--- src/rtl/sync_fifo_param.sv ---
// sync_fifo_param: parametrised synchronous FIFO with exact fill count, registered thresholds, flush and read-valid strobe.
// Optional sticky overflow/underflow outputs are enabled by defining SYNC_FIFO_ERR_FLAGS_EN.
module sync_fifo_param #(
    parameter int DATA_W   = 8,
    parameter int ADDR_W   = 7,
    parameter int AF_LEVEL = 120,
    parameter int AE_LEVEL = 8
) (
    input  logic              clk,
    input  logic              reset,
    input  logic              flush,
    input  logic [DATA_W-1:0] din,
    input  logic              write_en,
    input  logic              read_en,
    output logic [DATA_W-1:0] dout,
    output logic              dout_valid,
    output logic              full,
    output logic              empty,
    output logic              almost_full,
    output logic              almost_empty,
`ifdef SYNC_FIFO_ERR_FLAGS_EN
    output logic              overflow,
    output logic              underflow,
`endif
    output logic [ADDR_W:0]   count
);
    localparam int              DEPTH   = 1 << ADDR_W;
    localparam logic [ADDR_W:0] DEPTH_C = DEPTH[ADDR_W:0];
    localparam logic [ADDR_W:0] AF_C    = AF_LEVEL[ADDR_W:0];
    localparam logic [ADDR_W:0] AE_C    = AE_LEVEL[ADDR_W:0];
    localparam logic [ADDR_W:0] ZERO_C  = '0;

    if (AE_LEVEL < 0 || AE_LEVEL >= AF_LEVEL || AF_LEVEL > DEPTH) begin : g_bad_params
        $error("sync_fifo_param: require 0 <= AE_LEVEL < AF_LEVEL <= DEPTH");
    end

    logic [DATA_W-1:0] mem_q [DEPTH];
    logic [ADDR_W:0]   wptr_q, wptr_d, rptr_q, rptr_d, count_q, count_d;
    logic [DATA_W-1:0] dout_q, dout_d;
    logic              valid_q, valid_d;
    logic              full_q, full_d, empty_q, empty_d;
    logic              af_q, af_d, ae_q, ae_d;
    logic              wr_acc, rd_acc;

    // Accept decisions use the registered flags; flush discards both requests.
    always_comb begin
        wr_acc  = write_en & ~full_q & ~flush;
        rd_acc  = read_en & ~empty_q & ~flush;
        wptr_d  = flush ? ZERO_C : wptr_q + {ZERO_C[ADDR_W-1:0], wr_acc};
        rptr_d  = flush ? ZERO_C : rptr_q + {ZERO_C[ADDR_W-1:0], rd_acc};
        count_d = flush ? ZERO_C
                        : count_q + {ZERO_C[ADDR_W-1:0], wr_acc} - {ZERO_C[ADDR_W-1:0], rd_acc};
        dout_d  = rd_acc ? mem_q[rptr_q[ADDR_W-1:0]] : dout_q;
        valid_d = rd_acc;
        full_d  = count_d == DEPTH_C;
        empty_d = count_d == ZERO_C;
        af_d    = count_d >= AF_C;
        ae_d    = count_d <= AE_C;
    end

    always_ff @(posedge clk) begin
        if (!reset && wr_acc)
            mem_q[wptr_q[ADDR_W-1:0]] <= din;
    end

    always_ff @(posedge clk) begin
        if (reset) begin
            wptr_q  <= '0;
            rptr_q  <= '0;
            count_q <= '0;
            dout_q  <= '0;
            valid_q <= 1'b0;
            full_q  <= 1'b0;
            empty_q <= 1'b1;
            af_q    <= 1'b0;
            ae_q    <= 1'b1;
        end else begin
            wptr_q  <= wptr_d;
            rptr_q  <= rptr_d;
            count_q <= count_d;
            dout_q  <= dout_d;
            valid_q <= valid_d;
            full_q  <= full_d;
            empty_q <= empty_d;
            af_q    <= af_d;
            ae_q    <= ae_d;
        end
    end

    assign dout         = dout_q;
    assign dout_valid   = valid_q;
    assign full         = full_q;
    assign empty        = empty_q;
    assign almost_full  = af_q;
    assign almost_empty = ae_q;
    assign count        = count_q;

`ifdef SYNC_FIFO_ERR_FLAGS_EN
    logic ovf_q, ovf_d, unf_q, unf_d;

    // Sticky error bits; flush clears them even if an error occurs in the same cycle.
    always_comb begin
        ovf_d = ~flush & (ovf_q | (write_en & full_q));
        unf_d = ~flush & (unf_q | (read_en & empty_q));
    end

    always_ff @(posedge clk) begin
        if (reset) begin
            ovf_q <= 1'b0;
            unf_q <= 1'b0;
        end else begin
            ovf_q <= ovf_d;
            unf_q <= unf_d;
        end
    end

    assign overflow  = ovf_q;
    assign underflow = unf_q;
`endif
endmodule
--- config.mk ---
export PLATFORM = sky130hd
export DESIGN_NAME = sync_fifo_param
export DESIGN_NICKNAME = d
export VERILOG_FILES = /design/src/rtl/sync_fifo_param.sv
export SDC_FILE = /design/constraint.sdc
export NUM_CORES = 1
export LEC_CHECK = 0
export CAP_MARGIN = 10
export CORE_MARGIN = 2
export CORE_UTILIZATION = 48
export CTS_CLUSTER_SIZE = 12
export DETAILED_ROUTE_END_ITERATION = 16
export PLACE_DENSITY = 0.7
export RECOVER_POWER = 25
export SLEW_MARGIN = 20
export SYNTH_ARGS = -nofsm -noshare
export SYNTH_HDL_FRONTEND = slang
export SYNTH_SLANG_ARGS = --single-unit
--- constraint.sdc ---
create_clock -name clk -period 4.55 [get_ports clk]
set_clock_uncertainty 0.2 [all_clocks]
set_input_delay 1.365 -clock clk [delete_from_list [all_inputs] [get_ports clk]]
set_output_delay 1.365 -clock clk [all_outputs]
set_load 0.01 [all_outputs]
### Word level (Yosys, flattened, before mapping)

Memory sizes are Yosys's and may differ from the RTL's. A register that Yosys moved wholly into a read port is not among the register bits.
Cells that the tools add are included.

| storage, ports and cells | value |
|---|---|
| flip-flop bits (word level) | 29 |
| memory bits (writable) | 1024 |
| input port bits | 13 |
| output and inout port bits | 21 |
| memories kept | 1 |

Memory list:

| name | depth | bits a word | read ports | clocked after memory_dff | wr ports | line | source |
|---|---|---|---|---|---|---|---|
| mem_q | 128 | 8 | 1 | 1 | 1 | 37 | `logic [DATA_W-1:0] mem_q [DEPTH];` |

| cells by class | value |
|---|---|
| add/subtract/negate cells | 4 |
| magnitude comparators | 2 |
| eq/ne operators | 1 |
| multiplexer cells | 3 |
| bitwise gates (word level) | 7 |
| reductions and logical operators | 4 |

Operators by type and width:

| operator | number |
|---|---|
| adder 8 x 1 -> 8 bit | 3 |
| == test 8 bit (second input constant) | 1 |
| >= comparator 8 x 7 -> 1 bit (second input constant) | 1 |
| <= comparator 8 x 4 -> 1 bit (second input constant) | 1 |
| zero test 8 bit | 1 |
| two-way mux 8 bit | 1 |
| subtractor 8 x 1 -> 8 bit | 1 |
| bitwise AND 1 bit | 4 |
| NOT 1 bit | 3 |
| two-way mux 1 bit | 2 |
| OR reduction 2 bit | 1 |
| logical AND 1 bit | 1 |
| zero test 1 bit | 1 |

### Longest topological paths before layout

Gate-level depths: netlist of the first run.

| depth | value |
|---|---|
| depth in word-level cells | 7 |
| depth in mapped cells | 13 |

### Worst setup path before layout of the first run

No wires, ideal clock.

| timing | value |
|---|---|
| path type | input to register |
| start | input port flush |
| end | register af_q (netlist: almost_full) |
| data arrival time | 3.639 ns |
| slack | 0.654 ns |
| stages on the path | 13 |
| path buffers | 2 |
| cells stage by stage | buf_2 -> nor3b_1 -> buf_2 -> xnor2_1 -> ha_1 -> inv_1 -> fa_1 -> nor2b_1 -> o21a_1 -> o21ai_0 -> a211o_1 -> nand3_1 -> a31o_2 |

| on the way | value |
|---|---|
| word-level cells in the longest chain between the ends | 6 |

Ends and longest elaborated chain:

| item | line | source |
|---|---|---|
| start: declaration | 11 | `input logic flush,` |
| NOT 1 bit | 47, 48 |  |
| bitwise AND 1 bit | 47 | `wr_acc = write_en & ~full_q & ~flush;` |
| adder 8 x 1 -> 8 bit | 52 | `: count_q + {ZERO_C[ADDR_W-1:0], wr_acc} - {ZERO_C[ADDR_W-1:0], rd_acc};` |
| subtractor 8 x 1 -> 8 bit | 52 |  |
| two-way mux 8 bit * | 51 | `count_d = flush ? ZERO_C` |
| >= comparator 8 x 7 -> 1 bit * | 57 | `af_d = count_d >= AF_C;` |
| end signal: assignment | 75 | `af_q <= 1'b0;` |
| end signal: assignment | 85 | `af_q <= af_d;` |
| end: declaration | 42 | `logic af_q, af_d, ae_q, ae_d;` |

Every way passes the cells marked *; elsewhere a longest branch is shown, timed or not.
A chain may end at the register's enable or synchronous reset.

### Final worst setup path of the first run

| timing | value |
|---|---|
| start | input port din[5] |
| end | memory mem_q[66][5], data pin |

RTL lines:

| item | line | source |
|---|---|---|
| start: declaration | 12 | `input logic [DATA_W-1:0] din,` |
| end: declaration | 37 |  |

Straight into the memory's write port.

==> results of run 1 <==
-- how the worst min path moves through the flow --
stage / start / endpoint / slack, ns / cells after the start
after floorplan: dout[6] / dout[6] / 0.35 / 2
after global routing: dout[6] / dout[6] / 0.43 / 2
after detailed placement: dout[6] / dout[6] / 0.37 / 2
after global placement: dout[6] / dout[6] / 0.36 / 2
final: dout[6] / dout[6] / 0.40 / 2
after CTS: dout[6] / dout[6] / 0.38 / 2
-- layout by cell type, fill, tap and decap left out, types with 11 or more instances in the layout --
| master | netlist | final |
|---|---|---|
| a22oi_1 | 32 | 32 |
| nor2b_1 | 29 | 27 |
| nor2_1 | 175 | 175 |
| buf_12 | 10 | 12 |
| nand2_1 | 22 | 22 |
| o31ai_1 | 18 | 18 |
| clkdlybuf4s50_1 | 0 | 25 |
| edfxtp_1 | 1024 | 1024 |
| o21ai_0 | 19 | 19 |
| a211oi_1 | 31 | 31 |
| buf_4 | 11 | 186 |
| inv_1 | 12 | 12 |
| clkbuf_1 | 38 | 38 |
| mux4_2 | 150 | 150 |
| o22ai_1 | 80 | 80 |
| clkinv_2 | 0 | 11 |
| mux4_1 | 26 | 26 |
| dfxtp_1 | 35 | 32 |
| mux2i_1 | 208 | 208 |
| nor3_1 | 26 | 26 |
| nand3_1 | 14 | 14 |
| a21oi_1 | 38 | 38 |
| clkbuf_16 | 0 | 107 |
-- metrics by stage --
| step | utilization | cell area, µm² |
|---|---|---|
| floorplan | - | 41880 |
| global placement | 0.5117 | 44330 |
| detailed placement | 0.5117 | 44330 |
| CTS | 0.5470 | 47380 |
| global route | 0.5466 | 47350 |
| finish | 0.5466 | 47350 |
-- cell families after synthesis --
logic type                 Yosys count  share of synthesized area
and+or+nand+nor                    311                    0.03394
DFF                               1059                     0.7510
muxes                              384                     0.1467
xor gates and xnor gates            15                   0.003137
adders and majority gates           11                   0.003466
AOI/OAI and AO/OA                  240                    0.03720
buffers and inverters              139                    0.02453
-- layout make-up --
type	instances	area, µm²
clock buffer	145	2860
clock inverter	27	192.7
fill	6415	39270
inverter	12	45.04
multi-input combinational	961	9412
sequential	1059	31460
tap	1155	1445
timing repair buffer	232	1929
-- state kept, by name (all words and copies together) (netlist names), 7 cells and up --
register and cells:
count 8, wptr_q 7, dout 8, mem_q 1024, rptr_q 7
-- power breakdown --
| group | switching (mW) | internal, mW |
|---|---|---|
| combinational | 0.548 | 0.364 |
| clock | 3.42 | 4.40 |
| sequential | 0.0465 | 10.7 |
-- per-layer routing --
metal	up-vias	GRT usage	wire (µm)
li1	9192	-	-
met1	11186	0.3015	39430
met2	943	0.3414	45830
met3	159	0.03878	7543
met4	0	0.06905	2799
met5	-	0	0
==> metrics.yaml, run 1 <==
status: "complete, but fails checks"
violations: "max-capacitance violations, max-slew violations"
ioPinCount: 34
die_area_um2: 89620
worst_ir_drop_vdd_v: 0.0003103
wirelength_um: 95600
synth_top_area_share: 0.7343
fin_crit_sh: 0.8718
clockBufferDepth: 3
finalSetupTns_ns: 0
firstDrtPassIters: 8
ys_top_cells_by_area: "edfxtp_1, mux4_2, mux2i_1"
clock_sinks: 1059
leakage_nw: 14.51
area_delta_synth_final_pct: 13.06
avgSynthCellArea_um2: 19.40
detailroute.via_count: 21480
holdWs_ns: 0.3991
syn_inst: 2159
place_inst: 3419
r2r_slack_ns: 1.30
cp.required_ns: 4.32
yosys_warnings: 0
cts_tree: "yes"
postCtsSetupRepairBufs: 0
synth_edf_count: 1024
hpwl_um: 59310
synth_ff_type: "edfxtp_1"
drc: 0
cts_made_buffers: 105
worstMarginPinSlew_ns: 3.343
postCtsHoldBufs: 0
syn-num-nets: 2183
startpoint_type: "input port"
yosys.area.top_type: "edfxtp_1"
die_w_um: 299.4
holdCritPathClass: "reg -> reg"
finalCriticalPeriod_ns: 3.967
finalNetCount: 2395
synth_seq_cells: 1059
r2r_cells: 7
finalNonFillerCells: 3591
vias_per_cell: 5.982
globalRoute.totalOverflow: 0
clk_pin_slew_worst_paths_ns: 0.06
setup_slack_ns: 0.5831
crit_type: "in -> reg"
crit_path_end: "mem_q[66][5]"
drv_cap: 8
slowest_delay_ns: 2.30
diodes: 0
setup_viol: 0
crit_buf_inv: 1
crit_start: "din[5]"
cp_max_fo: 60
synth_area_um2: 41880
worstSkewPairLatency_ns: 0.67
ant_nets: 0
grt_start_max_net_pins: 137
core_um2: 86620
critical_path.slowest_cell: "clkbuf_1"
yosysMostFrequentCell: "edfxtp_1"
die_h_um: 299.4
reg2reg_from: "rptr_q[2]"
ctsHtreeMaxLevel: 3
rsz0062_at_grt: "no"
p_per_area_nw_per_um2: 412.4
first_iter_violations: 2457
critPathArrivalTime_ns: 3.74
path_cells: "clkbuf_1"
synth_commonest_cells: "edfxtp_1, mux2i_1, nor2_1, mux4_2, o22ai_1"
cts_resized: 0
grt_pass1_vias: 21545
wire_per_inst_um: 26.62
ys_async_sr_fraction: 0
totalPowerFinal_mw: 19.53
gp_congestion: 0.9075
start_util: 0.4835
grt_first_pass_wirelength_um: 141800
crit_cells: 1
r2r-end: "dout[1]"
rows: 108
yosysSeqAreaShare: 0.7510
slew_headroom: -1.229
layout-drive-gt1-share: 0.2032
grt_usage: 0.2139
crit_path_end_kind: "flip-flop"
ys_types: 54
antenna_found_initial: 1
pre_cts_slack_ns: 0.01173
final_max_slew_viol_count: 552
critPathTopFamily: "buffers and inverters"
io_buffers: 33
finalHoldViolations: 0
clock.fmax_ghz: 0.2521
cts_root_buf: "clkbuf_16"
No activity file was read; power rests on OpenSTA's default activity.
==> run 2, diff against run 1 <==
- CORE_MARGIN: 2 -> not set
- CTS_CLUSTER_DIAMETER: not set -> 50
- clock period: 4.55 -> 4.3 ns (I/O delays scaled with it)
==> run 2 against run 1 <==
Net effect:
- the run still ends with max-capacitance violations, max-slew violations left
- critical path depth up 1
- non-clock buffer count up 5
- global-route usage up 0.12 points
- die area down 1.3%
- largest power group unchanged
- core utilization up 0.79 points
- critical path type unchanged
==> metrics.yaml, run 2 (synthesized netlist as in run 1, its figures left out) <==
crit_cells: 2
fin_crit_sh: 0.9142
crit_start: "din[5]"
slowest_delay_ns: 1.49
final_common_cell: "edfxtp_1"
globalRoute.totalOverflow: 0
grt_first_pass_wirelength_um: 141300
drv_cap: 8
first_iter_violations: 2268
path_cells: "clkbuf_1 > clkbuf_1"
grt_pass1_vias: 21854
cts_made_buffers: 109
clk_pin_slew_worst_paths_ns: 0.06
wire_per_inst_um: 26.38
setup_viol: 0
grt_usage: 0.2151
grt_util_met3: 0.03674
die_w_um: 297.4
clock_sinks: 1059
worst_ir_drop_vdd_v: 0.0002930
finalHoldViolations: 0
crit_path_end: "mem_q[64][5]"
slew_headroom: -1.094
finalCriticalPeriod_ns: 3.931
crit_path_end_kind: "flip-flop"
largest_register_ffs: 1024
critPathArrivalTime_ns: 3.98
holdCritPathClass: "reg -> reg"
gp_congestion: 0.8981
clockBufferDepth: 3
diodes: 0
vias_per_cell: 5.952
crit_type: "in -> reg"
finalNetCount: 2404
status: "complete, but fails checks"
postCtsHoldBufs: 0
critical_path.slowest_cell: "clkbuf_1"
postCtsSetupRepairBufs: 0
cts_tree: "yes"
rows: 107
io_buffers: 33
die_h_um: 297.4
holdWs_ns: 0.4113
crit_buf_inv: 2
ctsHtreeMaxLevel: 3
worstSkewPairLatency_ns: 0.67
placed_area_um2: 44400
place_inst: 3413
start_util: 0.4880
cp_max_fo: 32
area_delta_synth_final_pct: 13.64
worstMarginPinSlew_ns: 3.141
crit_path_frequent_cell: "clkbuf_1"
die_area_um2: 88430
critPathTopFamily: "buffers and inverters"
finalNonFillerCells: 3578
startpoint_type: "input port"
hpwl_um: 58730
final_max_slew_viol_count: 446
r2r_slack_ns: 1.07
wirelength_um: 94400
cts_root_buf: "clkbuf_16"
cp.required_ns: 4.35
p_per_area_nw_per_um2: 442.3
layout-drive-gt1-share: 0.2095
fin_area_um2: 47590
r2r-end: "dout[7]"
final_cell_mix: "edfxtp_1, mux2i_1, buf_4"
gr-usage-met1: 0.3032
detailroute.via_count: 21298
r2r_cells: 7
reg2reg_from: "rptr_q[1]"
clock.fmax_ghz: 0.2544
violations: "max-capacitance violations, max-slew violations"
drc: 0
grtUsageMet2: 0.3446
rsz0062_at_grt: "no"
grt_start_max_net_pins: 73
ant_nets: 0
core_um2: 85820
grt.busiest_layer: "met2"
cts_resized: 0
leakage_nw: 14.63
ioPinCount: 34
firstDrtPassIters: 5
antenna_found_initial: 2
run 2: changes by cell type in the layout (fill, tap and decap cells not counted), moves of 3 or more:
cell        previous run  this run
clkinv_2              11         8
clkinv_1              10         7
clkinv_4               0         3
buf_12                12        17
clkbuf_16            107       110
clkinvlp_4             0         4
inv_6                  2         6
clkbuf_1              38        24
bufinv_16              1         5
run 2: tightest hold or removal path, stage by stage, from the launching register on:
cell and delay, ns:
dfxtp_1 0.33, nor3b_2 0.07, and2_1 0.16
run 2: cell type report:
class / instances / area (µm²)
tap: 1144 / 1431
timing repair buffer: 237 / 2018
sequential: 1059 / 31460
clock buffer: 130 / 2858
fill: 6325 / 38230
multi-input combinational: 961 / 9412
inverter: 12 / 45.04
clock inverter: 35 / 361.6
run 2: report_power, final:
group | switching, mW | internal, mW
registers | 0.0505 | 11.4
clock network | 3.70 | 4.98
logic | 0.569 | 0.392
total | 4.32 | 16.7
run 2: worst min path at each step:
stage | slack (ns) | depth (start not counted) | to | start
after floorplan | 0.35 | 2 | dout[6] | dout[6]
after global placement | 0.39 | 2 | wptr_q[0] | wptr_q[0]
after detailed placement | 0.39 | 2 | wptr_q[0] | wptr_q[0]
after CTS | 0.41 | 2 | dout[4] | dout[4]
after global routing | 0.45 | 2 | dout_valid | empty
final | 0.41 | 2 | dout_valid | empty
run 2: per-layer routing:
layer / wire [µm] / share of wire / vias to the layer above
met5: 20 / 0.00021 / -
met4: 2454 / 0.026 / 2
met3: 8140 / 0.086 / 169
met2: 45440 / 0.48 / 998
met1: 38350 / 0.41 / 10928
li1: - / - / 9201
run 2: metrics by stage:
step | power, mW | setup TNS, ns | util | worst slack [ns]
detailed placement | 12.57 | -0.4343 | 0.5174 | -0.1992
CTS | 21.16 | 0 | 0.5549 | 0.4774
global route | 21.64 | 0 | 0.5545 | 0.1817
global placement | 12.54 | -0.1489 | 0.5174 | -0.04686
floorplan | 12.16 | 0 | - | 0.4790
finish | 21.05 | 0 | 0.5545 | 0.3691
==> run 3, diff against run 2 <==
- SLEW_MARGIN: 20 -> not set
==> run 3 against run 2 <==
Net effect:
- first-iteration DRC count shrank 8.4%
- maximum frequency up 0.28%
- wire length grew 0.23%
- design area is essentially flat
- register-to-register slack worse by 0.04 ns
- core utilization about the same
- sequential cell count unchanged
- critical path type unchanged
- hold slack hardly changed
- largest cell class unchanged
- the flow still finishes with violations (max-capacitance violations, max-slew violations)
==> metrics.yaml, run 3 (synthesized netlist as in run 1, its figures left out) <==
rows: 107
p_per_area_nw_per_um2: 442.4
pwr-share-seq: 0.542
finalHoldViolations: 0
swShare: 0.2051
postCtsHoldBufs: 0
holdWs_ns: 0.4114
drc: 0
crit_type: "in -> reg"
grt_pass1_vias: 21854
start_util: 0.4880
gp_congestion: 0.8981
grt_first_pass_wirelength_um: 141300
final_max_slew_viol_count: 446
rsz0062_at_grt: "no"
layout-drive-gt1-share: 0.2087
fin_crit_sh: 0.9116
largest_register_ffs: 1024
die_w_um: 297.4
internal_power_mw: 16.73
final_common_cell: "edfxtp_1"
leakage_nw: 14.63
pwr-share-clk: 0.412
globalRoute.totalOverflow: 0
firstDrtPassIters: 5
ant_nets: 0
worstSkewPairLatency_ns: 0.67
status: "complete, but fails checks"
wirelength_um: 94620
area_delta_synth_final_pct: 13.62
slew_headroom: -1.120
finalNetCount: 2404
pre_cts_slack_ns: -0.1992
holdCritPathClass: "reg -> reg"
route.met2.wl_um: 45690
die_h_um: 297.4
vias_per_cell: 5.967
switching_power_mw: 4.317
core_um2: 85820
final_cell_mix: "edfxtp_1, mux2i_1, buf_4"
critPathArrivalTime_ns: 4.26
finalCriticalPeriod_ns: 3.920
setup_viol: 0
first_iter_violations: 2077
clock.fmax_ghz: 0.2551
wl_met3_um: 7613
cts_made_buffers: 109
postCtsSetupRepairBufs: 0
clock_sinks: 1059
grt_start_max_net_pins: 73
ioPinCount: 34
totalPowerFinal_mw: 21.05
violations: "max-capacitance violations, max-slew violations"
clockBufferDepth: 3
drv_cap: 8
cts_root_buf: "clkbuf_16"
dr.max_layer_used: "met5"
hpwl_um: 58730
io_buffers: 33
detailroute.via_count: 21350
cts_resized: 0
grt_usage: 0.2151
worst_ir_drop_vdd_v: 0.0002916
cp_max_fo: 4
cp.required_ns: 4.64
met1_length_um: 38810
setup_slack_ns: 0.3801
ctsHtreeMaxLevel: 3
wire_per_inst_um: 26.44
clk_pin_slew_worst_paths_ns: 0.06
crit_path_end_kind: "flip-flop"
diodes: 0
p_comb_frac: 0.046
worstMarginPinSlew_ns: 3.180
startpoint_type: "input port"
die_area_um2: 88430
antenna_found_initial: 2
cts_tree: "yes"
==> run 3: per-layer routing <==
| metal | track usage | up-vias |
|---|---|---|
| li1 | - | 9207 |
| met1 | 0.3032 | 11061 |
| met2 | 0.3446 | 911 |
| met3 | 0.03674 | 169 |
| met4 | 0.06652 | 2 |
| met5 | 0 | - |
==> run 3: worst paths after layout <==
| check | startpoint | endpoint | slack (ns) | cells after the start |
|---|---|---|---|---|
| min | empty | dout_valid | 0.41 | 2 |
| min reg2reg | empty | dout_valid | 0.41 | 2 |
| max reg2reg | rptr_q[1] | dout[6] | 1.03 | 7 |
| max | write_en | full | 0.38 | 12 |
==> run 3: critical path: stages <==
cell and delay [ns]:
clkdlybuf4s50_1 0.45, or3b_2 0.47, xnor2_1 0.18, ha_1 0.18
inv_1 0.06, fa_1 0.42, nor2b_1 0.17, o21a_1 0.14
o21ai_0 0.15, nand3_1 0.16, nand3_1 0.17, nor4b_1 0.41
==> run 3: cell type report <==
cell class / instances / area (µm²)
clock inverters: 35 / 361.6
inverters: 12 / 45.04
flip-flops and latches: 1059 / 31460
fillers: 6327 / 38230
repair buffers: 237 / 2018
well taps: 1144 / 1431
multi-input cells: 961 / 9407
clock buffers: 130 / 2858
==> run 3: metrics by stage <==
step	utilization	area (µm²)	instances	setup TNS, ns
detailed placement	0.5174	44400	3413	-0.4343
global placement	0.5174	44400	3413	-0.1489
CTS	0.5549	47620	3578	0
finish	0.5545	47580	3578	0
floorplan	-	41880	2159	0
global route	0.5545	47580	3578	0
==> run 3: power groups by stage <==
stage / Clock (mW) / Combinational, mW / Sequential [mW]
final: 8.67 / 0.961 / 11.4
after global routing: 9.19 / 1.04 / 11.4
after CTS: 8.80 / 0.964 / 11.4
after detailed placement: 0 / 0.952 / 11.6
after global placement: 0 / 0.919 / 11.6
after floorplan: 0 / 0.538 / 11.6
